`src/rtl/kp_pkg.sv`:
```
// kp_pkg: keypad key codes and the row/column to key-code map
package kp_pkg;
  localparam logic [4:0] KEY_NONE = 5'd31;
  localparam logic [4:0] KEY_PWRB = 5'd10;
  localparam logic [4:0] KEY_STB = 5'd13;
  localparam logic [4:0] KEY_NO = 5'd14;
  localparam logic [4:0] KEY_YES = 5'd15;
  localparam logic [79:0] KEY_MAP = {
    5'd13, 5'd15, 5'd0, 5'd14,
    5'd12, 5'd9, 5'd8, 5'd7,
    5'd11, 5'd6, 5'd5, 5'd4,
    5'd10, 5'd3, 5'd2, 5'd1
  };
  function automatic logic [4:0] kp_map(input logic [1:0] row, input logic [1:0] col);
    return KEY_MAP[{row, col} * 7'd5 +: 5];
  endfunction
endpackage

```
`src/rtl/kp_debounce.sv`:
```
// kp_debounce: commits a scan code after DEBOUNCE_SCANS identical scans; in scan_valid, scan_code; out keypad_pressed, key, key_strobe
module kp_debounce
  import kp_pkg::*;
#(
  parameter int DEBOUNCE_SCANS = 5
) (
  input  logic       clk,
  input  logic       rst,
  input  logic       scan_valid,
  input  logic [4:0] scan_code,
  output logic       keypad_pressed,
  output logic [4:0] key,
  output logic       key_strobe
);
  localparam int CW = $clog2(DEBOUNCE_SCANS + 1);
  localparam logic [CW-1:0] FULL = CW'(DEBOUNCE_SCANS);
  logic [4:0] cand;
  logic [CW-1:0] cnt, cnt_nx;
  logic same, commit, accept;
  always_comb begin
    same = scan_code == cand;
    cnt_nx = !same ? CW'(1) : (cnt == FULL ? FULL : cnt + 1'b1);
    commit = scan_valid && cnt_nx == FULL && !(same && cnt == FULL);
    accept = commit && scan_code != KEY_NONE && (!keypad_pressed || scan_code != key);
  end
  always_ff @(posedge clk) begin
    if (rst) begin
      cand <= KEY_NONE;
      cnt <= '0;
      keypad_pressed <= 1'b0;
      key <= KEY_NONE;
      key_strobe <= 1'b0;
    end else begin
      key_strobe <= accept;
      if (scan_valid) begin
        cand <= scan_code;
        cnt <= cnt_nx;
      end
      if (accept) begin
        key <= scan_code;
        keypad_pressed <= 1'b1;
      end else if (commit && scan_code == KEY_NONE) begin
        keypad_pressed <= 1'b0;
      end
    end
  end
endmodule

```
`src/rtl/keypad_scanner.sv`:
```
// keypad_scanner: 4x4 keypad row scan with column sync and single-key decode; in col_n, out row_n, keypad_pressed, key, key_strobe
module keypad_scanner
  import kp_pkg::*;
#(
  parameter int SCAN_DIV = 27000,
  parameter int DEBOUNCE_SCANS = 5
) (
  input  logic       clk,
  input  logic       rst,
  input  logic [3:0] col_n,
  output logic [3:0] row_n,
  output logic       keypad_pressed,
  output logic [4:0] key,
  output logic       key_strobe
);
  localparam int TW = $clog2(SCAN_DIV);
  localparam logic [TW-1:0] LAST = TW'(SCAN_DIV - 1);
  logic [3:0] sync1, col_s;
  logic [TW-1:0] tick;
  logic [1:0] row, hits, hits_nx;
  logic [4:0] code, code_nx, scan_code;
  logic slot_end, scan_valid;
  always_comb begin
    slot_end = tick == LAST;
    hits_nx = hits;
    code_nx = code;
    for (int c = 0; c < 4; c++) begin
      if (!col_s[c]) begin
        hits_nx = hits_nx == 2'd2 ? 2'd2 : hits_nx + 1'b1;
        code_nx = kp_map(row, 2'(c));
      end
    end
    scan_valid = slot_end && row == 2'd3;
    scan_code = hits_nx == 2'd1 ? code_nx : KEY_NONE;
  end
  always_ff @(posedge clk) begin
    if (rst) begin
      sync1 <= 4'hF;
      col_s <= 4'hF;
      tick <= '0;
      row <= 2'd0;
      hits <= 2'd0;
      code <= KEY_NONE;
    end else begin
      sync1 <= col_n;
      col_s <= sync1;
      tick <= slot_end ? '0 : tick + 1'b1;
      if (slot_end) begin
        row <= row + 1'b1;
        hits <= scan_valid ? 2'd0 : hits_nx;
        code <= scan_valid ? KEY_NONE : code_nx;
      end
    end
  end
  assign row_n = ~(4'b0001 << row);
  kp_debounce #(.DEBOUNCE_SCANS(DEBOUNCE_SCANS)) u_debounce (
    .clk(clk),
    .rst(rst),
    .scan_valid(scan_valid),
    .scan_code(scan_code),
    .keypad_pressed(keypad_pressed),
    .key(key),
    .key_strobe(key_strobe)
  );
endmodule

```
`config.mk`:
```
export PLATFORM = sky130hd
export DESIGN_NAME = keypad_scanner
export DESIGN_NICKNAME = d
export VERILOG_FILES = /design/src/rtl/kp_pkg.sv /design/src/rtl/kp_debounce.sv /design/src/rtl/keypad_scanner.sv
export SDC_FILE = /design/constraint.sdc
export NUM_CORES = 1
export LEC_CHECK = 0
export ABC_AREA = 1
export CORE_ASPECT_RATIO = 0.5
export CORE_UTILIZATION = 40
export DETAILED_ROUTE_END_ITERATION = 10
export SLEW_MARGIN = 30
export SYNTH_ARGS = -nofsm -noshare
export SYNTH_HDL_FRONTEND = slang
export SYNTH_SLANG_ARGS = --single-unit
```
`constraint.sdc`:
```
create_clock -name clk -period 7.8 [get_ports clk]
set_input_delay 0.78 -clock clk [delete_from_list [all_inputs] [get_ports clk]]
set_output_delay 0.78 -clock clk [all_outputs]
set_load 0.02 [all_outputs]
```
Yosys cells after proc, flatten, opt, wreduce, memory -nomap -nowiden
Index checks and enable logic that the tools add are counted.
Widths: inputs -> output; s select.
{"block": "op_classes", "addsub": 7, "multipliers": 4, "muxes": 19, "shift": 5, "eq_ne": 13, "reduce_logical": 12, "n_bitwise": 1}
{"op": "$shiftx 80x8->5 const A", "n": 4}
{"op": "$mux 5", "n": 6}
{"op": "$mux 2", "n": 9}
{"op": "$add 15x1->15 const B", "n": 1}
{"op": "$eq 15x15->1 const B", "n": 1}
{"op": "$mul 4x3->7 const B", "n": 2}
{"op": "$add 2x1->2 const B", "n": 5}
{"op": "$eq 2x2->1 const B", "n": 5}
{"op": "$logic_and 1x1->1", "n": 7}
{"op": "$eq 3x3->1 const B", "n": 2}
{"op": "$mul 3x3->6 const B", "n": 1}
{"op": "$mux 3", "n": 2}
{"op": "$eq 5x5->1", "n": 1}
{"op": "$eq 5x5->1 const B", "n": 1}
{"op": "$mul 2x3->5 const B", "n": 1}
{"op": "$ne 5x5->1", "n": 1}
{"op": "$ne 5x5->1 const B", "n": 1}
{"op": "$not 4->4", "n": 1}
{"op": "$shl 1x2->4 const A", "n": 1}
{"op": "$add 3x1->3 const B", "n": 1}
{"op": "$eq 2x1->1 const B", "n": 1}
{"op": "$logic_not 1->1", "n": 2}
{"op": "$mux 1", "n": 2}
{"op": "$reduce_bool 2->1", "n": 1}
{"op": "2 further kinds", "n": 2}
{"block": "totals", "reg_bits": 47, "input_bits": 6}

Depth between registers and ports, before layout
Gate-level depths: netlist of run 1.
{"block": "logic_depth", "ltp_word": 22, "mapped_depth": 22, "ltp_nobuf": 22}

Modules after synthesis
Synthesis of run 1 repeated with hierarchy kept, for this count alone.
{"block": "hier_totals", "cells_unflattened": 359, "hier_area_um2": 2618.8}
{"mod": "keypad_scanner", "cells_per_inst": 244, "instances": 1, "area_per_inst_um2": 1833.0, "seq_area_each_um2": 640.6}
{"mod": "kp_debounce", "cells_per_inst": 115, "instances": 1, "area_per_inst_um2": 785.8, "seq_area_each_um2": 300.3}

Worst setup path after synthesis of run 1
No wires, ideal clock.
{"block": "synth_timing", "path_type": "register -> register", "from": "register hits[0]", "to": "register u_debounce.key[0]", "stages_incl_launch_ff": 23, "arrival_ns": 2.678, "path_buffers": 0, "slack_ns": 5.000, "path_cell_list": "dfxtp_1 -> inv_1 -> ha_1 -> inv_1 -> nand2_4 -> nand2_2 -> nand3_2 -> nand2_2 -> nand2_1 -> nand2_2 -> nand2_2 -> ha_1 -> or2_2 -> nand2_4 -> nand3_4 -> nand2_2 -> nand2_2 -> nor2_4 -> nand3_2 -> nor2_4 -> nand4_4 -> nand2_1 -> nand3_1"}
{"block": "synth_via", "elab_chain_len": 21, "word_cells_on_any_way": 30, "classes_between": "add/sub: 4; eq/ne: 9; mux: 10; reduce/logical: 7"}
{"element": "from (decl)", "line_no": "keypad_scanner.sv:20", "rtl": "logic [1:0] row, hits, hits_nx;"}
{"element": "from (signal assigned)", "line_no": "keypad_scanner.sv:50", "rtl": "hits <= scan_valid ? 2'd0 : hits_nx;"}
{"element": "$add 2x1->2 or $eq 2x2->1 (tied branches)", "line_no": "keypad_scanner.sv:29", "rtl": "hits_nx = hits_nx == 2'd2 ? 2'd2 : hits_nx + 1'b1;"}
{"element": "$mux 2", "line_no": "keypad_scanner.sv:29"}
{"element": "$mux 2 *", "line_no": "keypad_scanner.sv:28", "rtl": "if (!col_s[c]) begin"}
{"element": "$add 2x1->2 or $eq 2x2->1 (tied branches)", "line_no": "keypad_scanner.sv:29"}
{"element": "$mux 2", "line_no": "keypad_scanner.sv:29"}
{"element": "$mux 2 *", "line_no": "keypad_scanner.sv:28"}
{"element": "$add 2x1->2 or $eq 2x2->1 (tied branches)", "line_no": "keypad_scanner.sv:29"}
{"element": "$mux 2", "line_no": "keypad_scanner.sv:29"}
{"element": "(+3 left out)"}
{"element": "$mux 2 *", "line_no": "keypad_scanner.sv:28"}
{"element": "$eq 2x1->1 *", "line_no": "keypad_scanner.sv:34", "rtl": "scan_code = hits_nx == 2'd1 ? code_nx : KEY_NONE;"}
{"element": "$mux 5 *", "line_no": "keypad_scanner.sv:34"}
{"element": "$eq 5x5->1", "line_no": "kp_debounce.sv:21", "rtl": "same = scan_code == cand;"}
{"element": "$mux 3", "line_no": "kp_debounce.sv:22", "rtl": "cnt_nx = !same ? CW'(1) : (cnt == FULL ? FULL : cnt + 1'b1);"}
{"element": "$eq 3x3->1", "line_no": "kp_debounce.sv:23", "rtl": "commit = scan_valid && cnt_nx == FULL && !(same && cnt == FULL);"}
{"element": "$logic_and 1x1->1 (2 in a row)", "line_no": "kp_debounce.sv:23"}
{"element": "$logic_and 1x1->1 (2 in a row)", "line_no": "kp_debounce.sv:24", "rtl": "accept = commit && scan_code != KEY_NONE && (!keypad_pressed || scan_code != key);"}
{"element": "to (signal assigned)", "line_no": "kp_debounce.sv:40", "rtl": "key <= scan_code;"}
{"element": "to (decl)", "line_no": "kp_debounce.sv:12", "rtl": "output logic [4:0] key,"}
Mark *: on every way between the ends. The rest lies on a longest branch, timed or not.
A chain may end at the register's enable or synchronous reset.

Worst setup path after layout of run 1
{"block": "layout_timing", "from": "register hits[0]", "to": "register u_debounce.key[3]"}
Same word-level chain as after synthesis.

==> out/metrics.cfg, run 1 <==
[worst_setup_path]
ff2ff_setup_slack_ns=4.71
required_ns=7.96
cp_max_fo=7
r2r_end=u_debounce.key[3]
cp_data_arrival_time_ns=3.26
r2r_start=hits[0]
worstRegToRegCells=22
worstPathCellList=inv_1 -> ha_1 -> inv_1 -> nand2_4 -> nand2_2 -> nand3_2 -> nand2_2 -> nand2_1 -> nand2_2 -> nand2_2 -> ha_1 -> or2_2 -> nand2_4 -> nand3_4 -> nand2_2 -> nand2_2 -> nor2_4 -> nand3_2 -> nor2_4 -> nand4_4 -> nand2_1 -> nand3_1
critPathMaxStageDelay_ns=0.33
crit_slowest_cell=dfxtp_1
crit_start=hits[0]
cp-start-kind=register
path_common_cell=nand2_2
endpoint_kind=register
criticalPathCategory=reg2reg

[cells_and_area]
syn2layout_area_growth_pct=15.3
final_common_cell=nand2_1
final_util_pct=49.7
drive_gt1_share_pct=16.3
final_area_um2=3130
insertedDiodeCount=0
fin_nets=391
layout_common_cells=nand2_1, inv_1, dfxtp_1
nFillCells=629

[global_route]
grt_pass1_wl_um=9880
grt_pass1_vias=2094
globalRouteOverflowTotal=0
grt_max_degree=20
track_usage_pct=17.5
antenna_found_initial=0

[timing]
drv_slew=0
fin_crit_sh_pct=39.7
relSlewSlack_pct=59.4
max_slew.worst_pin.slew_ns=0.607
setup_violations=0
max_freq_mhz=323
skew_ns=0.00558
hold_slack_ns=0.409
fin_crit_ns=3.09
rsz0062_at_grt=false
final.setup.tns_ns=0
finalHoldViolations=0

[hold_path]
hold_end=col_s[1]
hold_depth=1
hold_start=sync1[1]
min_path_type=reg2reg

[clocking]
cts_setup_buffers=0
cts_tree=yes
path_clk_slew_ns=0.07
clock-sinks=47
clk_latency_ns=0.28
cts_root_buffer=clkbuf_16
numCtsBuffers=5
post_cts_resized=0
postCtsHoldBufs=0
clock_path_buffers=2
htreeDepth=2

[synth]
synth.avg_cell_area_um2=7.61
ys.flop_type=dfxtp_1
synth_top_area_cell=dfxtp_1
async_reset_ff_share_pct=0
netlist_area_um2=2720
syn_nets=374
yosys.area.top_type_share_pct=34.6
synth_edf_count=0
synth_seq_area_share_pct=34.6
yosys_warnings=0
synthCells=357
ys_types=34
synth.area.top_cells=dfxtp_1, nand2_1, inv_1
ys_ff_latch=47

[drt]
wl_met2_um=2470
first_pass_iters=4
drt_iter0_markers=112
routed_wl_um=5700
routedWlPerCell_um=12.3
route.met3.wl_um=186
vias=2316
avgViaCountPerCell=5.00
ant_nets=0
routed.top_layer=met4
met1_length_um=3000
drc=0

[power]
power.density_nw_per_um2=184
power_mw=0.576
power_leakage_nw=1.39
irDropWorstVdd_uv=99.0

[floorplanning]
die_h_um=60.3
rows=20
io_pins=17
start_util_pct=43.1
die_area_um2=7140
die_w_um=119
core_area_um2=6310

[status]
status=complete, no violations

[placement]
dpl.hpwl_um=4330
numPortBuffers=16
placed_cell_area_um2=2940
gp_congestion=0.819

[run]
cap_violations=0

[area by class of cell]
class / count / area, µm² / area share [%]
multi-input combinational: 249 / 1520 / 48.4
timing repair buffer: 16 / 160 / 5.11
clock inverter: 3 / 67.6 / 2.16
tap: 88 / 110 / 3.51
sequential: 47 / 941 / 30.0
clock buffer: 5 / 125 / 3.99
inverter: 55 / 211 / 6.75
[logic make-up (layout without fill, tap and decap cells)]
logic type | Yosys count | count (layout) | synth area share [%]
AO/OA/AOI/OAI | 55 | 55 | 10.9
XOR/XNOR | 5 | 5 | 1.61
adder cells (fa/ha/maj) | 11 | 11 | 5.07
flip-flops | 47 | 47 | 34.6
buffers and inverters | 61 | 79 | 9.49
AND/OR/NAND/NOR | 178 | 178 | 38.3
[Yosys cell counts, drive strengths merged (3+ instances only)]
cell type / instances
nand2: 76
inv: 55
dfxtp: 47
nor2: 31
nand3: 29
a21oi: 23
o21ai: 23
nand4: 17
ha: 11
nor3: 11
or2: 9
xor2: 5
clkbuf: 4
a22oi: 3
nor3b: 3
[worst max path at each step]
stage                                    to  slack [ns]  depth (start not counted)
after global routing      u_debounce.key[3]        4.43                         22
final                     u_debounce.key[3]        4.71                         22
after floorplan           u_debounce.key[0]        5.00                         22
after detailed placement  u_debounce.key[3]        4.70                         22
after CTS                 u_debounce.key[3]        4.68                         22
after global placement    u_debounce.key[0]        4.75                         22
[flip-flops by register name, summed over array words and instances, names as in the netlist, 2 cells and up]
name,cells
u_debounce.key,5
tick,15
u_debounce.cnt,3
row,2
u_debounce.cand,5
sync1,4
col_s,4
code,5
hits,2
[power by group]
group	leakage, nW	internal, mW	switching, mW
clock	0.0900	0.184	0.0921
combinational	0.915	0.0182	0.0364
sequential	0.382	0.243	0.00312
[critical path: cells and delay by family, from the launching register on]
family | cells | cell delay, ns
buffers and inverters | 2 | 0.19
and+or+nand+nor | 18 | 1.83
adders and majority gates | 2 | 0.61
DFF | 1 | 0.33
[through the flow]
stage	instances	setup WS, ns
CTS	463	4.68
global route	463	4.43
detailed placement	455	4.70
finish	463	4.71
global placement	455	4.75
floorplan	357	5.00
[routing by layer]
metal  track usage (%)  vias to the layer above
met1              24.4                     1065
met4              4.34                        0
met2              28.4                       31
met5                 0                        -
met3              3.15                        5
li1                  -                     1215
Note: power is estimated with default switching activity, not from simulation.
==> inputs of run 2 (changes only) <==
clock period = 2.63 ns   (was 7.8 ns; I/O delays follow)
==> run 2 against run 1 <==
  * The flow now finishes with violations (negative setup slack)
  * Cell area up 9.7%
  * Total power grew to 2.7 times the previous value
  * Utilization grew 4.8 points
  * Maximum frequency is 13% higher
  * Non-clock buffer count grew 31
  * Sequential share of layout area down 2.5 points
==> out/metrics.cfg, run 2 (synthesis gave the netlist of run 1 again) <==
[status]
status=finished with violations
violations=negative setup slack

[timing]
max_slew.worst_pin.slew_ns=0.735
rsz0062_at_grt=true
relSlewSlack_pct=50.8
final.setup.tns_ns=-0.526
max_freq_mhz=367
drv_slew=0
fin_crit_ns=2.73
finalHoldViolations=0
hold_slack_ns=0.411
skew_ns=0.00332
layout_setup_ws_ns=-0.0983
setup_violations=8
fin_crit_sh_pct=104

[cells_and_area]
final_common_cell=nand2_1
final_area_um2=3440
syn2layout_area_growth_pct=26.5
final_util_pct=54.5
insertedDiodeCount=0
fin_cells=495
nFillCells=609
fin_nets=423
layout_common_cells=nand2_1, inv_1, dfxtp_1
top_register=tick
largest_register_ffs=15
drive_gt1_share_pct=27.8

[global_route]
antenna_found_initial=0
globalRouteOverflowTotal=0
grt_pass1_wl_um=10600
grt_pass1_vias=2401
track_usage_pct=18.7
grt_max_degree=19

[drt]
routed_wl_um=6240
drc=0
vias=2476
routedWlPerCell_um=12.6
avgViaCountPerCell=5.00
ant_nets=0
first_pass_iters=4
drt_iter0_markers=116

[worst_setup_path]
r2r_start=hits[0]
r2r_end=u_debounce.key[3]
endpoint_kind=register
cp_max_fo=6
crit_start=hits[0]
cp-start-kind=register
crit_slowest_cell=dfxtp_2
required_ns=2.79
critical_path.endpoint=u_debounce.key[3]
cp_data_arrival_time_ns=2.89
worstPathCellList=inv_2 -> ha_4 -> inv_2 -> nand2_4 -> nand2_4 -> nand3_4 -> nand2_4 -> nand3_2 -> nand2_2 -> ha_4 -> or2_4 -> nand2_8 -> nand3_4 -> nand2_2 -> nand2_2 -> nor2_4 -> nand3_2 -> nor2_4 -> nand4_4 -> nand2_1 -> nand3_1
worstRegToRegCells=21
critPathMaxStageDelay_ns=0.33
criticalPathCategory=reg2reg
ff2ff_setup_slack_ns=-0.1

[clocking]
postCtsHoldBufs=0
clk_latency_ns=0.28
clock-sinks=47
cts_root_buffer=clkbuf_16
cts_tree=yes
htreeDepth=2
clock_path_buffers=2
path_clk_slew_ns=0.06
numCtsBuffers=5

[hold_path]
hold_depth=1
hold_start=sync1[2]
min_path_type=reg2reg

[run]
cap_violations=0

[floorplanning]
die_area_um2=7140
rows=20
io_pins=17
die_h_um=60.3
die_w_um=119
core_area_um2=6310
start_util_pct=43.1

[power]
irDropWorstVdd_uv=250
power_mw=1.57
power_leakage_nw=1.53
power.density_nw_per_um2=456

[placement]
numPortBuffers=16
placed_cell_area_um2=3140
dp.cells=478
dpl.hpwl_um=4580
gp_congestion=0.822
dp_slack_ns=-0.142

run 2: worst min-delay path by stage:
stage / to / slack [ns]
floorplan: sync1[0] / 0.37
finish: col_s[2] / 0.41
detailed placement: col_s[2] / 0.40
global placement: col_s[3] / 0.40
global route: col_s[2] / 0.44
CTS: col_s[2] / 0.41
run 2: critical path: cells and delay by family, from the launching register on:
kind / cells / cell delay (ns)
simple gates: 17 / 1.72
fa+ha+maj: 2 / 0.44
flops: 1 / 0.33
buf+inv: 2 / 0.11
run 2: layout make-up:
cell class | instances | area [µm²] | area share, %
Clock buffer | 7 | 133 | 3.86
Clock inverter | 1 | 5.00 | 0.146
Inverter | 55 | 211 | 6.15
Multi-Input combinational cell | 250 | 1630 | 47.5
Sequential cell | 47 | 945 | 27.5
Tap cell | 88 | 110 | 3.20
Timing Repair Buffer | 47 | 400 | 11.7
run 2: per-layer routing:
layer	up-vias	track usage (%)	part of all wire, %
li1	1278	-	-
met1	1169	23.2	48
met2	25	33.9	48
met3	4	3.53	2.8
met4	0	4.88	0.70
met5	-	0	0
run 2: where the power goes:
group          leakage (nW)  internal [mW]  switching, mW
Clock                0.0679          0.352          0.254
Combinational          1.08          0.101          0.132
Sequential            0.382          0.721        0.00768
Total                  1.53           1.17          0.394
run 2: what timing repair did:
action                     4_1_cts  5_1_grt
setup endpoints to repair        8       10
setup buffers                    5        3
resized for setup               10       15
cloned                           1        0
pin swaps                       20       14
